===== src/rtl/cmd_dispatch.sv =====
// Command sequencer: decodes opcode/data words into flight setpoints, runs calibration,
// returns an ACK/NACK byte and enforces a link-loss watchdog.
module cmd_dispatch #(
    parameter int         TMO_W = 26,
    parameter logic [7:0] ACK   = 8'hA5,
    parameter logic [7:0] NACK  = 8'hEE
) (
    input  logic               clk,
    input  logic               rst_n,
    input  logic               cmd_rdy,
    input  logic [7:0]         cmd,
    input  logic [15:0]        data,
    output logic               clr_cmd_rdy,
    output logic [7:0]         resp,
    output logic               send_resp,
    input  logic               resp_sent,
    input  logic               cal_done,
    output logic               strt_cal,
    output logic signed [15:0] d_ptch,
    output logic signed [15:0] d_roll,
    output logic signed [15:0] d_yaw,
    output logic [8:0]         thrst,
    output logic               motors_off,
    output logic               tmo
);
    typedef enum logic [1:0] {IDLE, CAL, SEND, WAIT_TX} state_t;

    localparam logic [7:0] OP_PTCH = 8'h02;
    localparam logic [7:0] OP_ROLL = 8'h03;
    localparam logic [7:0] OP_YAW  = 8'h04;
    localparam logic [7:0] OP_THR  = 8'h05;
    localparam logic [7:0] OP_CAL  = 8'h06;
    localparam logic [7:0] OP_EMER = 8'h07;
    localparam logic [7:0] OP_MOFF = 8'h08;

    state_t                state_q, state_d;
    logic [TMO_W-1:0]      wdog_q, wdog_d;
    logic signed [15:0]    d_ptch_q, d_ptch_d, d_roll_q, d_roll_d, d_yaw_q, d_yaw_d;
    logic [8:0]            thrst_q, thrst_d;
    logic                  motors_off_q, motors_off_d;
    logic [7:0]            resp_q, resp_d;
    logic                  send_resp_q, send_resp_d;
    logic                  strt_cal_q, strt_cal_d;
    logic                  tmo_q, tmo_d;
    logic                  resp_sent_q, resp_sent_d;

    // Held low during reset so a pending command is not reported consumed until release.
    assign clr_cmd_rdy = rst_n && (state_q == IDLE) && cmd_rdy;

    always_comb begin
        state_d      = state_q;
        wdog_d       = wdog_q;
        d_ptch_d     = d_ptch_q;
        d_roll_d     = d_roll_q;
        d_yaw_d      = d_yaw_q;
        thrst_d      = thrst_q;
        motors_off_d = motors_off_q;
        resp_d       = resp_q;
        send_resp_d  = 1'b0;
        strt_cal_d   = 1'b0;
        tmo_d        = 1'b0;
        resp_sent_d  = resp_sent;
        case (state_q)
            IDLE: begin
                if (cmd_rdy) begin
                    wdog_d       = '0;
                    motors_off_d = 1'b0;
                    resp_d       = ACK;
                    state_d      = SEND;
                    send_resp_d  = 1'b1;
                    case (cmd)
                        OP_PTCH: d_ptch_d = data;
                        OP_ROLL: d_roll_d = data;
                        OP_YAW:  d_yaw_d  = data;
                        OP_THR:  thrst_d  = data[8:0];
                        OP_CAL: begin
                            state_d     = CAL;
                            send_resp_d = 1'b0;
                            strt_cal_d  = 1'b1;
                        end
                        OP_EMER: begin
                            d_ptch_d = '0;
                            d_roll_d = '0;
                            d_yaw_d  = '0;
                            thrst_d  = '0;
                        end
                        OP_MOFF: begin
                            motors_off_d = 1'b1;
                            thrst_d      = '0;
                        end
                        default: resp_d = NACK;
                    endcase
                end else if (wdog_q == '1) begin
                    wdog_d   = '0;
                    tmo_d    = 1'b1;
                    d_ptch_d = '0;
                    d_roll_d = '0;
                    d_yaw_d  = '0;
                    thrst_d  = '0;
                end else begin
                    wdog_d = wdog_q + 1'b1;
                end
            end
            // strt_cal_q marks the first CAL cycle, where a leftover cal_done is ignored.
            CAL: begin
                if (!strt_cal_q && cal_done) begin
                    resp_d      = ACK;
                    state_d     = SEND;
                    send_resp_d = 1'b1;
                end
            end
            SEND:    state_d = WAIT_TX;
            WAIT_TX: if (resp_sent && !resp_sent_q) state_d = IDLE;
            default: state_d = IDLE;
        endcase
    end

    always_ff @(posedge clk or negedge rst_n) begin
        if (!rst_n) begin
            state_q      <= IDLE;
            wdog_q       <= '0;
            d_ptch_q     <= '0;
            d_roll_q     <= '0;
            d_yaw_q      <= '0;
            thrst_q      <= '0;
            motors_off_q <= 1'b1;
            resp_q       <= '0;
            send_resp_q  <= 1'b0;
            strt_cal_q   <= 1'b0;
            tmo_q        <= 1'b0;
            resp_sent_q  <= 1'b0;
        end else begin
            state_q      <= state_d;
            wdog_q       <= wdog_d;
            d_ptch_q     <= d_ptch_d;
            d_roll_q     <= d_roll_d;
            d_yaw_q      <= d_yaw_d;
            thrst_q      <= thrst_d;
            motors_off_q <= motors_off_d;
            resp_q       <= resp_d;
            send_resp_q  <= send_resp_d;
            strt_cal_q   <= strt_cal_d;
            tmo_q        <= tmo_d;
            resp_sent_q  <= resp_sent_d;
        end
    end

    assign d_ptch     = d_ptch_q;
    assign d_roll     = d_roll_q;
    assign d_yaw      = d_yaw_q;
    assign thrst      = thrst_q;
    assign motors_off = motors_off_q;
    assign resp       = resp_q;
    assign send_resp  = send_resp_q;
    assign strt_cal   = strt_cal_q;
    assign tmo        = tmo_q;

endmodule


===== config.mk =====
export PLATFORM = sky130hd
export DESIGN_NAME = cmd_dispatch
export DESIGN_NICKNAME = d
export VERILOG_FILES = /design/src/rtl/cmd_dispatch.sv
export SDC_FILE = /design/constraint.sdc
export NUM_CORES = 1
export LEC_CHECK = 0
export BUFFER_PORTS_ARGS = -buffer_cell sky130_fd_sc_hd__buf_2
export CORE_UTILIZATION = 48
export CTS_CLUSTER_DIAMETER = 120
export DETAILED_ROUTE_END_ITERATION = 8
export PLACE_DENSITY_LB_ADDON = 0.3
export SLEW_MARGIN = 30
export SYNTH_ARGS = -nofsm -noshare
export SYNTH_HDL_FRONTEND = slang
export SYNTH_SLANG_ARGS = --single-unit

===== constraint.sdc =====
create_clock -name clk -period 2.09 [get_ports clk]
set_clock_uncertainty 0.15 [all_clocks]
set_input_delay 0.209 -clock clk [delete_from_list [all_inputs] [get_ports clk]]
set_output_delay 0.209 -clock clk [all_outputs]
set_load 0.05 [all_outputs]

Word level (Yosys, flattened, before mapping)
Index checks and enable logic that the tools add are counted.

$add $sub $neg: 1. Equal/unequal tests: 18. Mux-type cells: 32. Reductions and logical operators: 18.

Operators with widths (number): 16-bit one-hot mux with 2 select lines (3); 16-bit 2-to-1 mux (4); 26-bit 2-to-1 mux (2); 8-bit by 3-bit equality test with 1-bit output, second input constant (4); 26-bit by 1-bit adder with 26-bit output, second input constant (1); 26-bit equality test, second input constant (1); 9-bit 2-to-1 mux (2); 9-bit one-hot mux with 2 select lines (1); 3-bit AND reduction (6); 8-bit by 2-bit equality test with 1-bit output, second input constant (2); 8-bit 2-to-1 mux (2); 8-bit one-hot mux with 2 select lines (1); 1-bit 2-to-1 mux (10); 3-bit by 1-bit inequality test with 1-bit output, second input constant (3); 8-bit by 4-bit equality test with 1-bit output, second input constant (1); 2-bit 2-to-1 mux (4); 2-bit one-hot mux with 4 select lines (1); 7-bit 2-to-1 mux (1); 7-bit OR reduction (1); 2-bit inequality test, second input constant (3); 2-bit equality test, second input constant (2); 1-bit logical AND (4); 2-bit nonzero test (2); 3-bit by 2-bit inequality test with 1-bit output, second input constant (1); 6 further kinds (7).

Register bits: 98. Logic and storage cells: 81.

Depth between registers and ports, before layout
Depth in word-level cells: 5. Depth in mapped cells: 9. Depth with buffers taken out: 7.

Worst setup path before layout
Ideal clock, no wire load.

Path type: register -> register. Start: reg state_q[0]. End: reg wdog_q[15]. Setup time: 0.118 ns. Arrival: 1.973 ns. Slack: -0.151 ns. Stages on the path, launching flop included: 9. Buffers on the path: 1. Clock period less this slack: 2.241 ns. Cells stage by stage: dfrtp_1 inv_1 ha_1 clkbuf_1 nand4_1 nor4_1 nand4_1 xor2_1 nor2_1.

Word-level cells in the longest chain between the ends: 1.

Ends and longest elaborated chain: start, declared (line 36) `state_t state_q, state_d;`; start signal, assigned (line 133) `state_q <= state_d;`; 2-bit logical NOT (line 63) `case (state_q)`; end signal, assigned (line 134) `wdog_q <= wdog_d;`; end, declared (line 37) `logic [TMO_W-1:0] wdog_q, wdog_d;`.

Every way passes these cells. A chain may end at the register's enable or synchronous reset.

Worst setup path after layout
Start: reg wdog_q[13]. End: reg thrst_q[3], in the netlist thrst[3].

Word-level cells in the longest chain between the ends: 3.

Ends and longest elaborated chain: 26-bit equality test (line 93) `end else if (wdog_q == '1) begin`; 2-bit nonzero test (no line); 3-bit AND reduction (no line); end signal, assigned (line 138) `thrst_q <= thrst_d;`; end, declared (line 39) `logic [8:0] thrst_q, thrst_d;`.

Every way passes these cells.

==> impl_metrics.json <==
{
  "syn_nets": 374,
  "path_cells": "nand4_1 > nor4_2 > and4b_4 > o21ai_2 > a22o_1",
  "initial_core_util_pct": 49.3,
  "fin_crit_sh_pct": 96.4,
  "area_growth_pct": 30.5,
  "status": "finished clean",
  "drt_pre_antenna_iters": 4,
  "drcViolationCount": 0,
  "maxCapViolations": 0,
  "path_clk_slew_ps": 100,
  "power_mw": 4.60,
  "fillers": 639,
  "wl_per_cell_um": 15.7,
  "fin_setup_tns_ps": 0,
  "slew_viol_final": 0,
  "worstPathRequired_ps": 2200,
  "antenna_found_initial": 0,
  "whs_ps": 24.6,
  "synthArstFlopShare_pct": 100,
  "finalSetupViolCount": 0,
  "hold_viol_final": 0,
  "place_hpwl_mm": 6.44,
  "end_kind": "flop",
  "viasPerCell": 5.42,
  "h-tree-depth": 3,
  "routed_wirelength_mm": 9.27,
  "avgSynthCellArea_um2": 11.9,
  "critical_path.slowest_cell": "nor4_2",
  "ant_nets": 0,
  "max_freq_mhz": 496,
  "vias": 3210,
  "clk_path_buf_depth": 2,
  "vdd_drop_max_uv": 496,
  "reg2reg_from": "wdog_q[13]",
  "synth_top_area_share_pct": 57.1,
  "dieArea_um2": 8770,
  "worstSetupPathType": "flop to flop",
  "insertion_delay_ps": 370,
  "grt_pass1_wl_mm": 15.1,
  "power-per-cell-area_nw_per_um2": 875,
  "dp_cells": 556,
  "row_count": 33,
  "ys_warn_count": 0,
  "synth.distinct_cells": 51,
  "grt_pass1_vias": 3092,
  "core_region_area_um2": 8180,
  "synth_top_cell_by_area": "dfrtp_1",
  "min_period_ps": 2010,
  "hp-class": "input pin to flop",
  "syn_inst": 340,
  "overflow": 0,
  "critPathArrivalTime_ps": 2120,
  "syn_area_um2": 4030,
  "ys_seq_area_share_pct": 57.7,
  "drt_iter0_drc": 142,
  "reg2regPathDepth": 5,
  "synth_top_flop_cell": "dfrtp_1",
  "io_pins": 99,
  "die_y_um": 93.7,
  "synth_edf_count": 0,
  "die_w_um": 93.7,
  "reg2reg_slack_ps": 80,
  "fin_nets": 516,
  "startpoint": "wdog_q[13]",
  "crit_fanout": 9,
  "drive_gt1_share_pct": 34.3,
  "grt_util_all_layers_pct": 22.3,
  "timing.rr.end": "thrst[3]",
  "grt_max_degree": 94,
  "portBuffers": 97,
  "rsz0062_at_grt": "yes",
  "ys_ff_latch": 93,
  "diodes": 0,
  "cts.sinks": 93,
  "cts_tree": "built",
  "holdPathStages": 3,
  "cp-endpoint": "thrst[3]",
  "cts_buffers": 9,
  "worstSetupStartpointType": "flop",
  "cts-root-buf": "clkbuf_8",
  "leakage_nw": 2.70,
  "finish.utilization_pct": 64.4,
  "slowest_delay_ps": 410,
  "fin_cells": 592,
  "place_congestion": 0.829,
  "synth_area_leaders": "dfrtp_1 (57%), a22o_1 (12%), xor2_1 (3.5%), nor2_1 (2.6%), xnor2_1 (1.7%)"
}
-- cells by family (layout without fill, tap and decap cells) --
kind of cell,count (synthesis),in the layout,share of synthesized area [%]
XOR/XNOR,24,24,5.21
flip-flops,93,93,57.7
AO/OA/AOI/OAI,82,82,16.2
other,1,1,0.0930
buffers and inverters,30,177,4.09
AND/OR/NAND/NOR,104,104,14.9
multiplexers,1,1,0.248
adder cells (fa/ha/maj),5,5,1.55
-- critical path, delay by kind of cell, from the launching register on --
kind            cells  cell delay (ps)
simple gates        3              930
compound gates      2              450
flops               1              370
-- state kept, by name, indices dropped and copies added, names as in the netlist --
register,flops
d_ptch,16
d_roll,16
d_yaw,16
motors_off,1
resp,3
resp_sent_q,1
send_resp,1
state_q,2
strt_cal,1
thrst,9
tmo,1
wdog_q,26
-- through the flow --
stage	area, um^2	setup WS, ps
floorplan	4040	47.0
global placement	4820	-43.2
detailed placement	4820	-151
CTS	5220	-148
global route	5260	-18.3
finish	5260	75.3
-- cell usage after synthesis (2+ instances only) --
master	count
xnor2_1	8
nand2b_1	4
clkbuf_1	5
and2_1	4
a22o_1	57
dfrtp_1	92
ha_1	5
and3_1	6
nor3_1	4
inv_1	9
o21ai_2	3
buf_2	5
nor4_2	2
buf_4	7
nand2_1	16
nand4_1	8
nand4b_1	2
o21ai_0	6
nand3b_1	3
nor2_1	28
nand3_1	10
nor2b_1	2
nor4_1	5
a21oi_1	7
xor2_1	16
-- layer usage --
| metal | track usage, % | routed length, um | vias to the layer above |
|---|---|---|---|
| li1 | - | - | 1517 |
| met1 | 30.5 | 4170 | 1576 |
| met2 | 34.9 | 4430 | 101 |
| met3 | 3.40 | 481 | 16 |
| met4 | 10.5 | 184 | 0 |
| met5 | 0 | 0 | - |
-- placed cells by master (no fill, tap or decap), types with 2 or more instances in the layout --
| master | netlist | final |
|---|---|---|
| nand3b_1 | 3 | 3 |
| inv_6 | 0 | 2 |
| a22o_1 | 57 | 57 |
| nor4_1 | 5 | 3 |
| inv_8 | 0 | 2 |
| nand3_1 | 10 | 10 |
| xor2_1 | 16 | 16 |
| nand2b_1 | 4 | 4 |
| buf_12 | 0 | 2 |
| o21ai_4 | 0 | 3 |
| nand4b_1 | 2 | 2 |
| and2_1 | 4 | 4 |
| nor4_2 | 2 | 4 |
| buf_2 | 5 | 96 |
| and3_1 | 6 | 5 |
| o21ai_0 | 6 | 6 |
| inv_1 | 9 | 9 |
| xnor2_1 | 8 | 8 |
| dlygate4sd3_1 | 0 | 20 |
| clkbuf_8 | 0 | 9 |
| nor3_1 | 4 | 4 |
| buf_4 | 7 | 34 |
| nand2_1 | 16 | 16 |
| ha_1 | 5 | 4 |
| dfrtp_1 | 92 | 92 |
| nor2_1 | 28 | 28 |
| nand4_1 | 8 | 8 |
| a21oi_1 | 7 | 7 |
-- how the worst min path moves through the flow --
stage          startpoint         end  slack, ps
6_report         cal_done   send_resp         20
5_1_grt            cmd[3]  motors_off         30
4_1_cts            cmd[0]    strt_cal         10
3_5_place_dp        rst_n     resp[5]        170
3_3_place_gp        rst_n     resp[5]        170
2_1_floorplan       rst_n   d_ptch[0]       -240
-- area by class of cell --
class                      count  area (um^2)  area share (%)
clock inverter                 7         72.6            1.38
clock buffer                   9          124            2.35
timing repair buffer         152          976            18.5
multi-input combinational    217         1600            30.4
tap                          105          131            2.50
sequential                    93         2330            44.2
inverter                       9         33.8           0.642
-- where the power goes --
| part | total (mW) | switching [mW] | leakage [nW] | internal [mW] |
|---|---|---|---|---|
| Combinational | 1.37 | 0.883 | 1.34 | 0.490 |
| Clock | 1.18 | 0.708 | 0.0970 | 0.469 |
| Sequential | 2.05 | 0.0989 | 1.27 | 1.95 |
-- repair_timing --
item	in CTS	in global routing
setup endpoints to repair	60	72
endpoints found under the hold margin	151	0
gates resized for setup	2	7
hold buffers	20	0
pin swaps	0	2
setup buffers	0	0
Power figures use the tool's default switching activity.
